$ cat src/rtl/fetch_unit.sv
// Instruction fetch stage: owns the PC, issues single-word reads to the byte-addressed
// memory, and hands each fetched word with its PC to decode over a valid/stall handshake.
//
// state | meaning
// ------+----------------------------------------------------------------
// IDLE  | no request outstanding; waits for run
// ISSUE | drives mem_enable for one cycle when run is high
// WAIT  | read outstanding; waits for mem_busy to fall
// HOLD  | read data ready on mem_data but the output slot is still occupied
module fetch_unit #(
  parameter int ADDR_WIDTH = 32,
  parameter int DATA_WIDTH = 32,
  parameter logic [ADDR_WIDTH-1:0] START_PC = 32'h80020000
) (
  input  logic                  clock,
  input  logic                  reset,
  input  logic                  run,
  input  logic                  stall,
  input  logic                  redirect,
  input  logic [ADDR_WIDTH-1:0] redirect_pc,
  input  logic                  mem_busy,
  input  logic [DATA_WIDTH-1:0] mem_data,
  output logic [ADDR_WIDTH-1:0] mem_address,
  output logic                  mem_enable,
  output logic                  mem_rw,
  output logic [1:0]            mem_access_size,
  output logic [DATA_WIDTH-1:0] insn,
  output logic [ADDR_WIDTH-1:0] insn_pc,
  output logic                  insn_valid,
  output logic [ADDR_WIDTH-1:0] pc
);

  typedef enum logic [1:0] {
    IDLE  = 2'd0,
    ISSUE = 2'd1,
    WAIT  = 2'd2,
    HOLD  = 2'd3
  } state_t;

  state_t state;
  state_t state_next;
  logic   consume;
  logic   slot_free;
  logic   capture;

  assign consume         = insn_valid && !stall;
  assign slot_free       = !insn_valid || consume;
  assign mem_address     = pc;
  assign mem_rw          = 1'b1;
  assign mem_access_size = 2'b00;

  always_comb begin
    state_next = state;
    capture    = 1'b0;
    mem_enable = 1'b0;
    case (state)
      IDLE: begin
        if (run) state_next = ISSUE;
      end
      ISSUE: begin
        if (run) begin
          mem_enable = 1'b1;
          state_next = WAIT;
        end else begin
          state_next = IDLE;
        end
      end
      WAIT: begin
        if (!mem_busy) begin
          if (slot_free) begin
            capture    = 1'b1;
            state_next = ISSUE;
          end else begin
            state_next = HOLD;
          end
        end
      end
      HOLD: begin
        // mem_data is stable until the next read, so it can be taken late
        if (slot_free) begin
          capture    = 1'b1;
          state_next = ISSUE;
        end
      end
      default: state_next = IDLE;
    endcase

    // A redirect squashes any due capture and restarts fetch at the new PC
    if (redirect) begin
      capture = 1'b0;
      if (state != IDLE) state_next = ISSUE;
    end
  end

  always_ff @(posedge clock) begin
    if (reset) begin
      state      <= IDLE;
      pc         <= START_PC;
      insn       <= '0;
      insn_pc    <= '0;
      insn_valid <= 1'b0;
    end else begin
      state <= state_next;
      if (redirect) begin
        pc         <= {redirect_pc[ADDR_WIDTH-1:2], 2'b00};
        insn_valid <= 1'b0;
      end else if (capture) begin
        insn       <= mem_data;
        insn_pc    <= pc;
        insn_valid <= 1'b1;
        pc         <= pc + ADDR_WIDTH'(4);
      end else if (consume) begin
        insn_valid <= 1'b0;
      end
    end
  end

endmodule

$ cat config.mk
export PLATFORM = sky130hd
export DESIGN_NAME = fetch_unit
export DESIGN_NICKNAME = d
export VERILOG_FILES = /design/src/rtl/fetch_unit.sv
export SDC_FILE = /design/constraint.sdc
export NUM_CORES = 1
export LEC_CHECK = 0
export ABC_CLOCK_PERIOD_IN_PS = 2250
export BUFFER_PORTS_ARGS = -buffer_cell sky130_fd_sc_hd__buf_2
export CAP_MARGIN = 5
export CORE_MARGIN = 10
export CORE_UTILIZATION = 46
export DETAILED_ROUTE_END_ITERATION = 10
export PLACE_DENSITY = 0.87
export SLEW_MARGIN = 5
export SYNTH_ARGS = -nofsm -noshare
export SYNTH_HDL_FRONTEND = slang
export SYNTH_SLANG_ARGS = --single-unit
$ cat constraint.sdc
create_clock -name clock -period 2.25 [get_ports clock]
set_clock_uncertainty 0.1 [all_clocks]
set_input_delay 0.225 -clock clock [delete_from_list [all_inputs] [get_ports clock]]
set_output_delay 0.225 -clock clock [all_outputs]
set_load 0.02 [all_outputs]
==> impl.org, run 1 <==
** Route
- Wirelength per Cell :: between 15 and 20 µm
- Number of vias in the routed layout :: 4294
- Post-Route WL :: between 10000 and 15000 µm
- The detailed router finished its first iteration with 272 violations.
- After detailed routing, the number of remaining DRC violations is 0.
- Via density :: 5.17
- Remaining number of nets flagged by the antenna check after routing :: 0
- The first detailed-routing pass ran for 5 iterations.

** Clock tree
- Count of buffers added by post-CTS timing repair for setup :: 0
- Clock slew at the register clock pins of the worst setup and hold paths :: ~0.09 ns
- Total number of H-tree levels :: 3
- The clock reaches the later pin of the worst-skew pair after between 0.3 and 0.4 ns.
- For this design, the sink count on the clock tree is 95.
- Cts bufs inserted :: 9
- Root buf cell :: clkbuf_8
- Maximum clock path buffer count :: 2
- TritonCTS built the clock tree.

** Power
- Sequential cells burn a little over half of the power.
- IR analysis of the VDD net gives a maximum drop of around 0.00033 V.
- Net Sw Power :: around 0.94 mW
- Power per unit of standard cell area :: ~600 nW/µm²
- The clock network burns a little under a third of the power.
- Overall power consumption after layout is estimated at roughly 3.3 mW.
- Power Internal :: roughly 2.3 mW
- Of the total power, combinational logic draws between 10% and 20%.
- Leakage power :: roughly 2.4 nW
- Net Sw Frac :: 28.9%

** STA
- Across all hold checks on the routed design, the worst slack comes to approximately 0.012 ns.
- The final max-slew violation count came to 0.
- Setup violations remaining at the end of the flow were counted as 0.
- Total negative slack for setup checks :: 0 ns
- Based on the critical path, the design can be clocked at up to 478 MHz.
- Final hold violation count :: 0
- Min Tclk post-route :: between 2 and 2.5 ns
- In the finished design, the share of the clock period the worst path needs comes to around 93%.
- Setup repair after global routing left no endpoint under its margin.

** Floorplan
- Width of the chip :: 116 µm
- DIE HEIGHT :: between 100 and 150 µm
- The initial utilization of the core area, before any placement, comes to 46.6%.
- The die covers approximately 14000 µm².
- Boundary pin count :: approximately 200
- The floorplan has 35 rows.
- The total area inside the core boundary comes to roughly 9000 µm².

** Worst setup path
- In this run the critical register-to-register path is launched from mem_address[13].
- Of all nets on the critical path, the largest fanout is 8.
- On the worst path, the slowest cell contributes a delay of just under 0.4 ns.
- On the critical path, the stage with the largest delay is an instance of dfxtp_2.
- Data arrives at the worst endpoint at about 2.2 ns.
- The most critical setup path has its startpoint at mem_address[13].
- Endpoint kind of the worst setup timing path :: flip-flop
- Crit path required time :: between 2 and 2.5 ns
- Critical path class :: flip-flop to flip-flop
- CP Launch Type :: flip-flop
- Walking the worst path, the cells encountered are and4_2 > and4_2 > nand4_1 > and3_1 > or3_1.
- Cell mode on critical path :: and4_2

** GRT
- Entering global routing, the biggest net connects 48 pins.
- Overflow left after global routing :: 0
- The number of antenna violations at the first check in global routing was 0.
- Total global-route track usage :: roughly a fifth
- The first global-routing pass estimated a little over 20000 µm of wire.
- Via count of the first global-routing pass :: between 4000 and 5000

** Logic synthesis
- In the synthesized netlist, the number of instances is ~530.
- For this run, the leading register cell type out of synthesis is dfxtp_1.
- Post-Synthesis Mean Instance Area :: 7.99 µm²
- Share of flip-flops with an asynchronous set or reset :: 0%
- Fraction of synthesized cell area taken by the top area cell type :: between 40% and 50%
- Of the synthesized area, sequential elements account for roughly 45%.
- After synthesis, the netlist uses 44 different library cells.
- Sorting the synthesized cells by area gives the leading types as dfxtp_1 (45%), nand2_1 (13%), a21oi_1 (8.2%), buf_4 (6.9%), a211oi_1 (2.6%).
- The biggest area contributor in the post-synthesis netlist is dfxtp_1.
- Warnings, synthesis :: 0
- Yosys mapped a number of flops with a built-in enable equal to 0.
- Number of storage elements in the synthesis netlist :: 95
- The synthesized netlist occupies a cell area of 4270 µm².

** Finish
- Net count of the finished layout :: between 700 and 800
- Non-Filler Cell Area, Final :: between 5000 and 6000 µm²
- Relative to the synthesized area, the layout overhead comes to 28.6%.
- In the final layout, the share of cells above drive strength 1 is between 30% and 40%.
- Util after Layout :: approximately three fifths

** Min path
- Launch point of the worst hold path :: mem_data[30]
- The tightest min-delay check is of the primary input to flip-flop type.

** Placement
- In this run the tool buffered the top-level ports with around 190 buffer cells.
- Detailed placement finished with a half-perimeter wire length of ~10000 µm.
- Gpl congestion :: ~0.86
- Once placement finished, the instance area stood at approximately 5100 µm².

** Flow run
- Across the run, the number of max-cap violations was 0.

** Outcome
- The run finished with clean final reports.
power by group through the flow:
stage               combinational [mW]  clock [mW]  sequential, mW
floorplan                        0.257           0            1.88
global placement                 0.445           0            1.83
detailed placement               0.453           0            1.83
CTS                              0.481        1.04            1.79
global route                     0.518        1.10            1.80
finish                           0.481       0.993            1.79
worst paths after layout:
path                                   endpoint  slack, ns  cells past startpoint
worst max register to register  mem_address[27]       0.16                      5
worst min-delay path                   insn[30]       0.01                      3
worst max-delay path            mem_address[27]       0.16                      5
worst min register to register         insn[25]       0.36                      2
cell usage in the layout (no fill, tap or decap), types with 2 or more instances in the layout:
master / synthesis / layout
diode_2: 0 / 2
dlygate4sd3_1: 0 / 19
inv_1: 4 / 4
o211ai_1: 3 / 3
or3_1: 3 / 3
nand3_1: 15 / 15
nand2b_1: 3 / 3
and4_1: 3 / 2
xor2_1: 12 / 12
clkinv_4: 0 / 2
a21oi_1: 70 / 70
or4_1: 3 / 3
dfxtp_1: 95 / 94
buf_2: 2 / 191
and4_2: 1 / 2
buf_4: 39 / 19
o311a_1: 2 / 2
xnor2_1: 9 / 9
and3_1: 5 / 5
nand4_1: 13 / 13
o21ai_0: 4 / 4
conb_1: 2 / 9
clkinvlp_4: 0 / 2
nor3_1: 10 / 10
a211oi_1: 15 / 15
and2_1: 2 / 2
clkbuf_8: 2 / 9
a311oi_1: 3 / 3
nor4_2: 2 / 2
o21a_1: 3 / 3
nand2_1: 146 / 145
nor2_1: 23 / 22
repair_timing:
item / in CTS / in global routing
resized for setup: 0 / 3
endpoints found under the hold margin: 19 / 0
setup endpoints to repair: 0 / 1
hold buffers: 19 / 0
stage by stage:
step | cells | worst slack [ns]
CTS | 829 | 0.0600
floorplan | 541 | 0.176
finish | 831 | 0.159
global route | 829 | 0.0532
detailed placement | 794 | 0.0917
global placement | 794 | 0.197
worst max-delay path: cells and delay by family, from the launching register on:
kind | cells | cell delay, ns
simple gates | 5 | 1.48
flops | 1 | 0.39
kinds of logic after synthesis:
group           after synthesis  synth area share [%]
other cells                   2                 0.176
flops                        95                  44.6
fa+ha+maj                     1                 0.293
simple gates                236                  24.9
xor+xnor                     21                  4.31
compound gates              105                  14.5
buf+inv                      74                  11.2
cells in the mapped netlist (2+ instances only):
cell type and n:
a211oi_1 15, nand2b_1 3, xor2_1 12, buf_6 3, dfxtp_1 95, o21ai_0 4, and4_1 3, and2_1 2
a21oi_1 70, nor4_1 2, o311a_1 2, conb_1 2, nor2_1 23, clkbuf_8 2, nand3_1 15, nand2_1 146
nor4_2 2, or4_1 3, nor3_1 10, inv_1 4, a311oi_1 3, and3_1 5, or3_1 3, buf_4 39
o211ai_1 3, buf_2 2, o21a_1 3, nand4_1 13, xnor2_1 9, clkbuf_1 22
routing by layer:
metal	part of all wire [%]	GRT usage, %
met3	8.5	4.93
met4	1.9	7.17
met1	38	21.5
met2	52	32.8
met5	0	0
sequential cells by signal, summed over array words and instances, names as in the netlist:
name	flops
insn	32
insn_pc	30
insn_valid	1
state	2
mem_address	30
cell type report:
type	instances	area (µm²)
clock buffer	10	128
multi-input combinational	372	1940
inverter	5	18.8
fill	844	3660
antenna	2	5.00
tap	111	139
sequential	95	1900
timing repair buffer	230	1310
clock inverter	6	46.3
Power figures use the tool's default switching activity.
==> run 2: changes to the inputs <==
--- a/config.mk
+++ b/config.mk
@@ -11,6 +11,7 @@
 export CORE_MARGIN = 10
 export CORE_UTILIZATION = 46
 export DETAILED_ROUTE_END_ITERATION = 10
+export HOLD_SLACK_MARGIN = 0.06
 export PLACE_DENSITY = 0.87
 export SLEW_MARGIN = 5
 export SYNTH_ARGS = -nofsm -noshare
==> impl.org, run 2 (synthesis gave the netlist of run 1 again) <==
** Worst setup path
- Crit path required time :: 2.37 ns (about the same)
- In this run the critical register-to-register path is captured at mem_address[27].
- Critical path class :: flip-flop to flip-flop
- Internal reg-to-reg setup slack :: 0.17 ns (about the same)
- Cell count of the worst reg-to-reg path :: 5 (unchanged)
- Crit path to :: mem_address[27]
- Largest stage delay on the critical path :: 0.39 ns (about the same)
- Critical register-to-register path startpoint :: mem_address[13]
- Setup crit start :: mem_address[13]
- Maximum fanout along the worst path :: 8 (unchanged)
- For this design, the slowest cell found on the critical path is dfxtp_2.
- STA classifies the critical path endpoint as a flip-flop.
- STA classifies the critical path startpoint as a flip-flop.
- Cell mode on critical path :: and4_2
- The signal on the critical path passes through and4_2 > and4_2 > nand4_1 > and3_1 > or3_1.
- The data arrival at the endpoint of the critical path is 2.20 ns (about the same).

** GRT
- The wire length of the first global-routing pass is 21600 µm (+4.8%).
- Overflow left after global routing :: 0 (unchanged)
- Number of antenna violations at the first check in global routing :: 0 (unchanged)
- Largest net degree at the start of global routing :: 48 (unchanged)
- Total global-route track usage :: 19.7% (+0.91 points)
- Via count of the first global-routing pass :: 4408 (+5.8%)

** Finish
- Relative to the synthesized area, the layout overhead comes to 36.1%.
- The final-stage net count is 815 (+4.0%).
- The number of standard cells in the layout, taps in and fillers out was 866 (+4.2%).
- The top cell types in the final layout, fill and taps aside, are buf_2 (191), nand2_1 (145), dfxtp_1 (94), a21oi_1 (70), dlygate4sd3_1 (50).
- Util after Layout :: 63.5% (+3.5 points)
- insn holds more flip-flops than any other register.
- The number of flip-flops in the largest register was 32 (unchanged).
- Fraction of final layout cells with drive strength greater than 1 :: 32.0% (-1.4 points)
- Leading cell type in the layout, fill and taps excluded :: buf_2
- Non-Filler Cell Area, Final :: 5810 µm² (+5.8%)

** Floorplan
- The placeable core region came to 9150 µm² (unchanged).
- The die span in y is 116 µm (unchanged).
- The row count was 35 (unchanged).
- The top-level port count is 203 (unchanged).
- The die area came to 13500 µm² (unchanged).
- The effective utilization at floorplan is 46.6% (unchanged).
- The x dimension of the die was 116 µm (unchanged).

** Route
- The post-route DRC violation count is 0 (unchanged).
- The detailed-route via count came to 4462 (+3.9%).
- The via-per-instance ratio was 5.15 (-0.29%).
- Number of DRC violations after detailed-routing iteration 0 :: 326 (+20%)
- DRT Pass-1 Iters :: 4 (-1)
- The post-detailed-route wirelength per cell is 16.4 µm (+0.19%).
- The wire length after detailed routing was 14200 µm (+4.4%).
- Remaining number of nets flagged by the antenna check after routing :: 0 (unchanged)

** STA
- The final hold violation count came to 0 (unchanged).
- The worst setup margin came to 0.170 ns (+0.0101 ns).
- The maximum achievable frequency was 481 MHz (+0.49%).
- The final max-slew violation count is 0 (unchanged).
- The final period demand of the worst path is 2.08 ns (-0.0101 ns).
- RSZ-0062 raised after global routing :: no
- The number of setup violations in the final report was 0 (unchanged).
- In this run the tightest slew margin relative to its limit is roughly two thirds.
- The smallest hold slack came to 0.0710 ns (+0.0589 ns).
- Total negative slack for setup checks :: 0 ns (unchanged)
- The share of the clock period used by the worst path was 92.5% (-0.45 points).
- Pin slew with the least headroom to its limit :: 0.501 ns

** Placement
- Detailed placement HPWL :: 10200 µm (unchanged)
- Area post-placement :: 5110 µm² (unchanged)
- The count of port buffers added during placement was 191 (unchanged).
- Gpl congestion :: 0.859 (unchanged)
- Pre-CTS worst setup slack :: 0.0917 ns (unchanged)
- Instance count after placement with tap cells included :: 794 (unchanged)

** Clock tree
- The number of clock sinks came to 95 (unchanged).
- Clock slew at the register clock pins of the worst setup and hold paths :: 0.09 ns (about the same)
- Cts bufs inserted :: 9 (unchanged)
- Root buf cell :: clkbuf_8
- The worst-skew pair later-pin latency is 0.35 ns (about the same).
- Maximum clock path buffer count :: 2 (unchanged)
- Total number of H-tree levels :: 3 (unchanged)
- Count of buffers added by post-CTS timing repair for setup :: 0 (unchanged)
- CTS tree :: done

** Outcome
- Result of the run :: completed

** Power
- The cell area power density came to 571 nW/µm² (-4.0%).
- Peak VDD IR :: 0.000334 V (+0.12%)
- The leakage power is 2.53 nW (+5.4%).
- PnR Total Power :: 3.32 mW (+1.7%)

** Min path
- The path class of the tightest hold or removal check is primary input to flip-flop.
- The hold path depth was 3 (unchanged).

** Flow run
- Max_cap viols :: 0 (unchanged)
==> run 2: cell types whose count changed in the layout (fill, tap and decap cells not counted), sizes merged <==
| cell | before | now |
|---|---|---|
| diode | 2 | 6 |
| dlygate4sd3 | 19 | 50 |
==> run 2: critical path: cells and delay by family, from the launching register on <==
kind / cells / cell delay, ns
flops: 1 / 0.39
simple gates: 5 / 1.46
==> run 2: layout make-up <==
type                    instances  area (µm²)
inverters                       5        18.8
clock buffers                  10         128
multi-input cells             372        1940
repair buffers                261        1620
diodes                          6        15.0
well taps                     111         139
fillers                       813        3340
flip-flops and latches         95        1900
clock inverters                 6        46.3
==> run 2: worst min-delay path by stage <==
| stage | slack (ns) | endpoint | startpoint |
|---|---|---|---|
| final | 0.07 | mem_address[15] | redirect_pc[15] |
| after global placement | 0.33 | mem_address[29] | redirect_pc[29] |
| after global routing | 0.07 | mem_address[14] | redirect_pc[14] |
| after floorplan | 0.24 | mem_address[29] | redirect_pc[29] |
| after detailed placement | 0.34 | insn[25] | insn[25] |
| after CTS | 0.06 | mem_address[25] | redirect_pc[25] |
==> run 2: routing by layer <==
| metal | share of wire, % | GRT usage [%] |
|---|---|---|
| met1 | 37 | 21.8 |
| met2 | 53 | 34.4 |
| met3 | 8.1 | 5.19 |
| met4 | 2.3 | 9.42 |
| met5 | 0 | 0 |
==> run 2: report_power, final <==
| group | internal, mW | switching (mW) |
|---|---|---|
| combinational | 0.222 | 0.307 |
| clock | 0.408 | 0.592 |
| sequential | 1.73 | 0.0624 |
==> run 2: repair_timing <==
item / CTS / global route
hold buffers: 49 / 1
resized for setup: 0 / 3
hold endpoints to repair: 49 / 1
setup endpoints to repair: 0 / 1
==> run 3: changes to the inputs <==
--- a/config.mk
+++ b/config.mk
@@ -8,8 +8,10 @@
 export ABC_CLOCK_PERIOD_IN_PS = 2250
 export BUFFER_PORTS_ARGS = -buffer_cell sky130_fd_sc_hd__buf_2
 export CAP_MARGIN = 5
+export CELL_PAD_IN_SITES_DETAIL_PLACEMENT = 1
+export CELL_PAD_IN_SITES_GLOBAL_PLACEMENT = 1
 export CORE_MARGIN = 10
-export CORE_UTILIZATION = 46
+export CORE_UTILIZATION = 32
 export DETAILED_ROUTE_END_ITERATION = 10
 export HOLD_SLACK_MARGIN = 0.06
 export PLACE_DENSITY = 0.87
==> impl.org, run 3 (synthesis gave the netlist of run 1 again) <==
** Outcome
- The run finished with clean final reports.

** Route
- The post-detailed-route wirelength per cell is 18.4 µm (+12%).
- Residual DRC :: 0 (unchanged)
- Number of DRC violations after detailed-routing iteration 0 :: 244 (-25%)
- DRT Pass-1 Iters :: 4 (unchanged)
- The wire length after detailed routing is 17300 µm (+22%).
- The detailed-route via count came to 4526 (+1.4%).
- The via-per-instance ratio came to 4.81 (-6.6%).
- The number of nets with antenna violations after detailed routing came to 0 (unchanged).

** Worst setup path
- Setup crit start :: state[1]
- The maximum net fanout on the critical path is 8 (unchanged).
- Largest stage delay on the critical path :: 0.62 ns (+0.23 ns)
- Arrival @ worst endpoint :: 2.22 ns (+0.02 ns)
- Among all stages on the critical path, the largest delay is contributed by or4_4.
- Cells traversed along the worst timing path :: inv_2 > or4_4 > nor3_1 > xnor2_1 > a211oi_1
- The setup path with the least slack is of type flip-flop to flip-flop.
- Endpoint kind of the worst setup timing path :: flip-flop
- STA classifies the critical path startpoint as a flip-flop.
- Critical register-to-register path startpoint :: state[1]
- Crit path required time :: 2.39 ns (+0.02 ns)

** STA
- The final hold violation count came to 0 (unchanged).
- The tightest slew margin relative to the limit is 62.6% (-4.0 points).
- The share of the clock period used by the worst path came to 92.3% (-0.15 points).
- Max-slew violation count :: 0 (unchanged)
- The final period demand of the worst path was 2.08 ns (-0.00341 ns).
- FMAX :: 481 MHz (+0.16%)
- The transition time at the pin with the least slew margin is 0.561 ns (+0.0600 ns).
- RSZ-0062 raised after global routing :: no
- Total negative slack for setup checks :: 0 ns (unchanged)
- The smallest hold slack was 0.0676 ns (-0.00344 ns).
- The number of setup violations in the final report was 0 (unchanged).

** Clock tree
- The worst-skew pair later-pin latency came to 0.36 ns (about the same).
- The number of hold-repair buffers added at the cts stage is 54 (+10%).
- Clock slew at the register clock pins of the worst setup and hold paths :: 0.07 ns (-0.02 ns)
- The number of gates resized after CTS is 0 (unchanged).
- TritonCTS built the clock tree.
- The number of clock sinks is 95 (unchanged).
- The CTS buffer count is 9 (unchanged).
- Total number of H-tree levels :: 3 (unchanged)
- Count of buffers added by post-CTS timing repair for setup :: 0 (unchanged)
- Root buf cell :: clkbuf_16
- The number of buffers on the longest clock path was 2 (unchanged).

** Floorplan
- Initial core utilization :: 32.5% (-14 points)
- Area of the die :: 18400 µm² (+36%)
- Core outline area :: 13100 µm² (+44%)
- Number of core rows :: 42 (+20%)
- DIE HEIGHT :: 135 µm (+16%)
- Boundary pin count :: 203 (unchanged)
- Width of the chip :: 135 µm (+16%)

** Placement
- Gpl congestion :: 0.796 (-7.4%)
- The detailed-placement wirelength estimate is 11400 µm (+12%).
- Area post-placement :: 5250 µm² (+2.9%)
- Number of I/O port buffers :: 191 (unchanged)

** Finish
- Fraction of final layout cells with drive strength greater than 1 :: 32.2% (+0.19 points)
- The final-stage net count was 826 (+1.3%).
- More flip-flops sit in one register than any other, and that register is insn.
- The footprint of the multi-input gates is 1930 µm² (-0.52%).
- Footprint of the flip-flops and latches :: 1900 µm² (about the same)
- Non-Filler Cell Area, Final :: 6100 µm² (+5.1%)
- The number of fillers in the final layout was 1653 (+100%).
- Commonest cells after routing, fill and taps aside :: buf_2 (191), nand2_1 (145), dfxtp_1 (95), a21oi_1 (70), dlygate4sd3_1 (54)
- Leading cell type in the layout, fill and taps excluded :: buf_2
- Max FFs per register :: 32 (unchanged)
- Layout Area Growth over Synthesis :: 43.0%

** GRT
- Overflow left after global routing :: 0 (unchanged)
- Total global-route track usage :: 18.3% (-1.4 points)
- The wire length of the first global-routing pass came to 26500 µm (+23%).
- The number of antenna violations at the first check in global routing came to 4 (+4).
- Largest net degree at the start of global routing :: 51 (+6.3%)
- Via count of the first global-routing pass :: 4835 (+9.7%)

** Min path
- Hold crit path type :: primary input to flip-flop
- Launch point of the worst hold path :: redirect_pc[18]

** Flow run
- The max capacitance violation total came to 0 (unchanged).

** Power
- PnR Total Power :: 3.95 mW (+19%)
- Peak VDD IR :: 0.000293 V (-12%)
- The leakage power is 2.65 nW (+4.8%).
- Power per unit of standard cell area :: 647 nW/µm² (+13%)
## run 3: changes by cell type in the layout (fill, tap and decap cells not counted), moves of 2 or more
cell	previous run	this run
dlygate4sd3_1	50	54
buf_4	19	25
clkbuf_16	0	9
diode_2	6	4
clkinv_4	2	0
clkbuf_8	9	1
## run 3: layout make-up
cell class	instances	area share, %
repair buffers	272	28.2
clock inverters	5	0.923
clock buffers	11	3.98
flip-flops and latches	95	31.2
multi-input cells	372	31.6
well taps	176	3.61
inverters	5	0.308
diodes	4	0.164
## run 3: stage by stage
step                worst slack (ns)  util (%)  std cells
floorplan                      0.176         -        541
detailed placement             0.224      40.0        866
CTS                            0.218      46.4        936
finish                         0.173      46.5        940
global placement               0.261      40.0        866
global route                  0.0490      46.5        940
## run 3: critical path: cells and delay by family, from the launching register on
family,cells,cell delay (ns)
AOI/OAI and AO/OA,1,0.30
DFF,1,0.43
and+or+nand+nor,2,0.91
xor gates and xnor gates,1,0.10
buffers and inverters,1,0.11
## run 3: power breakdown
group | internal (mW) | switching [mW]
clock | 0.894 | 0.705
sequential | 1.73 | 0.0582
combinational | 0.234 | 0.327
total | 2.86 | 1.09
## run 3: final timing paths
path | to | slack, ns | cells past startpoint
worst min register to register | insn_pc[21] | 0.35 | 2
worst min-delay path | mem_address[18] | 0.07 | 3
worst max-delay path | mem_address[14] | 0.17 | 5
worst max register to register | mem_address[14] | 0.17 | 5
## run 3: metal layers
metal / global-route usage, % / up-vias / part of all wire, %
li1: - / 2214 / -
met1: 19.9 / 2170 / 39
met2: 32.7 / 112 / 53
met3: 4.27 / 30 / 4.5
met4: 8.79 / 0 / 2.6
met5: 0 / - / 0
